===== config.mk =====
export PLATFORM = sky130hd
export DESIGN_NAME = dm_access_ctrl
export DESIGN_NICKNAME = d
export VERILOG_FILES = /design/src/rtl/dm_access_ctrl.sv
export SDC_FILE = /design/constraint.sdc
export NUM_CORES = 1
export LEC_CHECK = 0
export CORE_MARGIN = 2
export CORE_UTILIZATION = 29
export CTS_CLUSTER_DIAMETER = 30
export DETAILED_ROUTE_END_ITERATION = 10
export HOLD_SLACK_MARGIN = 0.15
export PLACE_DENSITY_LB_ADDON = 0.08
export SKIP_CTS_REPAIR_TIMING = 1
export SLEW_MARGIN = 20
export SYNTH_ARGS = -nofsm -noshare
export SYNTH_HDL_FRONTEND = slang
export SYNTH_SLANG_ARGS = --single-unit

===== constraint.sdc =====
create_clock -name clk -period 1.8 [get_ports clk]
set_input_delay 0.27 -clock clk [delete_from_list [all_inputs] [get_ports clk]]
set_output_delay 0.27 -clock clk [all_outputs]
set_load 0.02 [all_outputs]

===== src/rtl/dm_access_ctrl.sv =====
// Purpose : MEM-stage initiator controller for a word-wide data memory.
//           Handles byte/half/word loads (extract + extend) and stores
//           (read-modify-write for sub-word), and flags misaligned requests.
// Latency : accept -> resp_valid: load 2, word store 2, sub-word store 3,
//           misaligned 1.
// Backpr. : one request in flight; req_ready is high only in IDLE.
// Ports   : clk/reset (async active-low); req_* pipeline request side;
//           resp_* single-cycle completion; mem_* word-aligned memory side
//           (mem_RD is combinational read data for mem_A).
module dm_access_ctrl (
  input  logic        clk,
  input  logic        reset,
  input  logic        req_valid,
  output logic        req_ready,
  input  logic        req_we,
  input  logic [2:0]  req_type,
  input  logic [31:0] req_addr,
  input  logic [31:0] req_wdata,
  input  logic [31:0] req_pc,
  output logic        resp_valid,
  output logic        resp_err,
  output logic [31:0] resp_rdata,
  output logic [31:0] mem_A,
  output logic [31:0] mem_WD,
  output logic        mem_WE,
  output logic [31:0] mem_PC,
  input  logic [31:0] mem_RD
);

  localparam logic [1:0] S_IDLE = 2'd0;
  localparam logic [1:0] S_RD   = 2'd1;
  localparam logic [1:0] S_WR   = 2'd2;
  localparam logic [1:0] S_DONE = 2'd3;

  localparam logic [2:0] T_HALF_S = 3'd1;
  localparam logic [2:0] T_HALF_U = 3'd2;
  localparam logic [2:0] T_BYTE_S = 3'd3;
  localparam logic [2:0] T_BYTE_U = 3'd4;

  logic [1:0]  state_q,  state_d;
  logic        we_q,     we_d;
  logic [2:0]  type_q,   type_d;
  logic [1:0]  off_q,    off_d;     // byte offset within the word
  logic [15:0] wdata_q,  wdata_d;   // only the low half is ever merged
  logic [31:0] pc_q,     pc_d;
  logic        err_q,    err_d;
  logic [31:0] rdata_q,  rdata_d;
  logic [31:0] mem_a_q,  mem_a_d;
  logic [31:0] mem_wd_q, mem_wd_d;

  logic req_half, req_byte, req_word, req_misaligned;

  // Pick the addressed lane out of the read word and extend it.
  function automatic logic [31:0] load_extract(input logic [31:0] w,
                                               input logic [2:0]  t,
                                               input logic [1:0]  off);
    logic [31:0] sh;
    logic [15:0] h;
    logic [31:0] r;
    sh = w >> {off, 3'b000};
    h  = off[1] ? w[31:16] : w[15:0];
    case (t)
      T_HALF_S: r = {{16{h[15]}}, h};
      T_HALF_U: r = {16'h0000, h};
      T_BYTE_S: r = {{24{sh[7]}}, sh[7:0]};
      T_BYTE_U: r = {24'h000000, sh[7:0]};
      default:  r = w;
    endcase
    return r;
  endfunction

  // Replace only the addressed lane of the read word with store data.
  function automatic logic [31:0] store_merge(input logic [31:0] w,
                                              input logic [15:0] d,
                                              input logic [2:0]  t,
                                              input logic [1:0]  off);
    logic [31:0] r;
    r = w;
    case (t)
      T_HALF_S, T_HALF_U: begin
        if (off[1]) r[31:16] = d;
        else        r[15:0]  = d;
      end
      T_BYTE_S, T_BYTE_U: begin
        case (off)
          2'd0:    r[7:0]   = d[7:0];
          2'd1:    r[15:8]  = d[7:0];
          2'd2:    r[23:16] = d[7:0];
          default: r[31:24] = d[7:0];
        endcase
      end
      default: r = w;
    endcase
    return r;
  endfunction

  // Types 5-7 fall through to word handling.
  assign req_half       = (req_type == T_HALF_S) || (req_type == T_HALF_U);
  assign req_byte       = (req_type == T_BYTE_S) || (req_type == T_BYTE_U);
  assign req_word       = !req_half && !req_byte;
  assign req_misaligned = (req_half && req_addr[0]) ||
                          (req_word && (req_addr[1:0] != 2'b00));

  always_comb begin
    state_d  = state_q;
    we_d     = we_q;
    type_d   = type_q;
    off_d    = off_q;
    wdata_d  = wdata_q;
    pc_d     = pc_q;
    err_d    = err_q;
    rdata_d  = rdata_q;
    mem_a_d  = mem_a_q;
    mem_wd_d = mem_wd_q;

    case (state_q)
      S_IDLE: begin
        if (req_valid) begin
          we_d    = req_we;
          type_d  = req_type;
          off_d   = req_addr[1:0];
          wdata_d = req_wdata[15:0];
          pc_d    = req_pc;
          rdata_d = 32'h0;
          err_d   = 1'b0;
          if (req_misaligned) begin
            // Memory-side address/data are left untouched on errors.
            err_d   = 1'b1;
            state_d = S_DONE;
          end else begin
            mem_a_d = {req_addr[31:2], 2'b00};
            if (req_we && req_word) begin
              mem_wd_d = req_wdata;
              state_d  = S_WR;
            end else begin
              state_d = S_RD;
            end
          end
        end
      end
      S_RD: begin
        if (!we_q) begin
          rdata_d = load_extract(mem_RD, type_q, off_q);
          state_d = S_DONE;
        end else begin
          mem_wd_d = store_merge(mem_RD, wdata_q, type_q, off_q);
          state_d  = S_WR;
        end
      end
      S_WR:    state_d = S_DONE;
      S_DONE:  state_d = S_IDLE;
      default: state_d = S_IDLE;
    endcase
  end

  always_ff @(posedge clk or negedge reset) begin
    if (!reset) begin
      state_q  <= S_IDLE;
      we_q     <= 1'b0;
      type_q   <= 3'd0;
      off_q    <= 2'd0;
      wdata_q  <= 16'h0;
      pc_q     <= 32'h0;
      err_q    <= 1'b0;
      rdata_q  <= 32'h0;
      mem_a_q  <= 32'h0;
      mem_wd_q <= 32'h0;
    end else begin
      state_q  <= state_d;
      we_q     <= we_d;
      type_q   <= type_d;
      off_q    <= off_d;
      wdata_q  <= wdata_d;
      pc_q     <= pc_d;
      err_q    <= err_d;
      rdata_q  <= rdata_d;
      mem_a_q  <= mem_a_d;
      mem_wd_q <= mem_wd_d;
    end
  end

  // Pure state decode: reset pulls mem_WE low without waiting for an edge.
  assign req_ready  = (state_q == S_IDLE);
  assign resp_valid = (state_q == S_DONE);
  assign resp_err   = resp_valid && err_q;
  assign resp_rdata = resp_valid ? rdata_q : 32'h0;
  assign mem_WE     = (state_q == S_WR);
  assign mem_A      = mem_a_q;
  assign mem_WD     = mem_wd_q;
  assign mem_PC     = pc_q;

endmodule


==> results of run 1 <==
-- cells by family after synthesis --
family                   Yosys count  synth area share, %
flip-flops                       151                 49.0
XOR/XNOR                           3                0.341
AO/OA/AOI/OAI                    199                 16.9
buffers and inverters             62                 3.88
multiplexers                     104                 16.0
adder cells (fa/ha/maj)            5                0.812
other                              1               0.0486
AND/OR/NAND/NOR                  209                 13.0
-- stage by stage --
stage | hold slack, ns | instances | worst slack [ns] | TNS [ns]
floorplan | -0.0256 | 735 | -0.00925 | -0.104
global placement | 0.229 | 1401 | -0.480 | -29.03
detailed placement | 0.230 | 1401 | -0.506 | -32.75
CTS | -0.232 | 1433 | -0.488 | -27.67
global route | 0.365 | 1457 | -0.232 | -14.33
finish | 0.338 | 1458 | -0.117 | -4.76
-- Yosys cell counts, drive strengths merged, types with 13 or more instances --
cell / count / area (sq um)
dfrtp: 151 / 3780
nand2: 88 / 330
mux2: 84 / 946
o21ai: 73 / 365
nor2: 49 / 184
and2: 35 / 219
clkbuf: 32 / 120
a21oi: 28 / 144
a22oi: 23 / 173
buf: 23 / 153
o31ai: 15 / 113
mux2i: 13 / 130
-- layout make-up --
class | instances | area, sq um | share of cell area [%]
repair inverters | 1 | 5.00 | 0.0390
clock buffers | 17 | 425 | 3.31
repair buffers | 409 | 3930 | 30.6
inverters | 7 | 32.5 | 0.253
well taps | 335 | 419 | 3.26
diodes | 1 | 2.50 | 0.0195
multi-input cells | 522 | 4080 | 31.7
clock inverters | 15 | 170 | 1.32
flip-flops and latches | 151 | 3780 | 29.5
-- worst register-to-register path, stage by stage (launching register included) --
cell and delay, ns:
dfrtp_2 0.44, buf_6 0.14, buf_4 0.12, or4_1 0.52
buf_4 0.19, a31oi_1 0.26, o31ai_1 0.12
-- flip-flops by register name, summed over array words and instances (netlist names) --
signal	count
err_q	1
mem_A	30
mem_PC	32
mem_WD	32
off_q	2
rdata_q	32
state_q	2
type_q	3
wdata_q	16
we_q	1
-- power by group through the flow --
stage | combinational [W] | sequential, W | clock (W)
5_1_grt | 0.0158 | 0.00635 | 0.00387
2_1_floorplan | 0.00594 | 0.00707 | 0
6_report | 0.0147 | 0.00615 | 0.00361
3_5_place_dp | 0.0129 | 0.00609 | 0
4_1_cts | 0.0130 | 0.00607 | 0.00373
3_3_place_gp | 0.0129 | 0.00607 | 0
-- per-layer routing --
| layer | wire [microns] | up-vias | global-route usage [%] | share of wire [%] |
|---|---|---|---|---|
| met1 | 12200 | 3506 | 25.3 | 43 |
| met4 | 390 | 0 | 4.91 | 1.4 |
| met5 | 0 | - | 0 | 0 |
| met2 | 14000 | 258 | 32.0 | 49 |
| met3 | 2090 | 28 | 6.11 | 7.3 |
| li1 | - | 3406 | - | - |
-- final timing paths --
kind | slack, ns | depth (start not counted) | endpoint | startpoint
worst max-delay path | -0.12 | 6 | mem_WD[11] | type_q[2]
worst min-delay path | 0.34 | 2 | rdata_q[25] | reset
worst max register to register | -0.12 | 6 | mem_WD[11] | type_q[2]
worst min register to register | 0.48 | 2 | err_q | err_q
max in group asynchronous | 0.76 | 3 | rdata_q[6] | reset
min in group clk | 0.34 | 3 | type_q[0] | req_type[0]
==> flow_summary.yaml, run 1 <==
pwr:
  combPwrFrac_pct: 60.1
  intPower_w: 0.0142
  ir_drop_mv: 1.05
  p_sw_share_pct: 41.9
  power.share.sequential_pct: 25.1
  power_frac_clock_pct: 14.8
  finalPower_w: 0.0245
  switching_power_w: 0.0102
  p_per_area_mw_per_mm2: 1910
  power.leakage_nw: 5.62
die:
  fp.dieH_microns: 167
  ioPinCount: 267
  fp.dieW_microns: 167
  std_cell_rows: 59
  start_util_pct: 29.6
  die_area_sq_mm: 0.0279
  core_sq_mm: 0.0261
clock_tree:
  clk_pin_slew_worst_paths_ns: 0.07
  clock-sinks: 151
  clock_latency_ns: 0.43
  cts_tree: "done"
  clockBufferDepth: 2
  htreeDepth: 4
  ctsRootBufferMaster: "clkbuf_16"
  numCtsBuffers: 17
critical_path:
  crit_type: "reg -> reg"
  cp-end-kind: "flip-flop"
  worstPathCellList: "buf_6 -> buf_4 -> or4_1 -> buf_4 -> a31oi_1 -> o31ai_1"
  start_kind: "flip-flop"
  path_delay_family: "simple AND/OR/NAND/NOR gates"
  cp_slowest_stage_delay_ns: 0.52
  crit_arrival_ns: 2.22
  crit_fanout: 8
  crit_top_cell: "buf_4"
  path_buf_inv: 3
  crit_path_top_delay_cell: "or4_1"
  required_ns: 2.10
placement:
  dpl_cell_area_sq_mm: 0.0116
  gp_congestion: 0.805
  hpwlAfterDp_microns: 20900
  port_buffers: 264
worst_hold_path:
  hp-class: "in -> async"
finish:
  drive_gt1_share_pct: 35.8
  area_growth_pct: 66.7
  utilization_pct: 49.3
  final_common_cell: "clkdlybuf4s50_1"
  finalInstanceArea_sq_mm: 0.0128
  layout_common_cells: "clkdlybuf4s50_1, dfrtp_1, buf_4"
  final_nets: 1249
  nFillCells: 2476
yosys:
  avgSynthCellArea_sq_um: 10.5
  synth_edf_count: 0
  synth_ff_type: "dfrtp_1"
  yosys.cell_types.count: 53
  ys_ff_latch: 151
  async_reset_ff_share_pct: 100
  synth.yosys.seq_area_share_pct: 49.0
  netlist_instances: 734
  syn-cell-area_sq_mm: 0.00771
  ys_warn_count: 0
outcome:
  status: "finished, violations left"
  violations: "setup timing"
global_route:
  first_global_vias: 7318
  grt_pass1_wl_microns: 42400
  track_usage_pct: 19.6
  antenna_found_initial: 0
  overflow: 0
  grt_max_degree: 49
timing:
  drv_slew: 0
  fmax_mhz: 522
  min_period_over_period_pct: 106
  skew_ns: 0.0177
  finalHoldViolCount: 0
  min_period_ns: 1.92
  grt_setup_unrepaired: "true"
  worst_slack_ns: -0.117
  setup_viol: 105
route:
  viasPerCell: 4.94
  drtPass1Iterations: 7
  ant_nets: 0
  drt_wl_total_microns: 28700
  wl_per_cell_microns: 19.7
  drt_iter0_drc: 320
  num_vias: 7198
  drc: 0
job:
  maxCapViolCount: 0
No activity file was read; power rests on OpenSTA's default activity.
==> run 2: changes to the inputs <==
ABC_CLOCK_PERIOD_IN_PS = 1800   (was default)
==> results of run 2 <==
The final DEF is identical to that of run 1; final timing and power are the same.
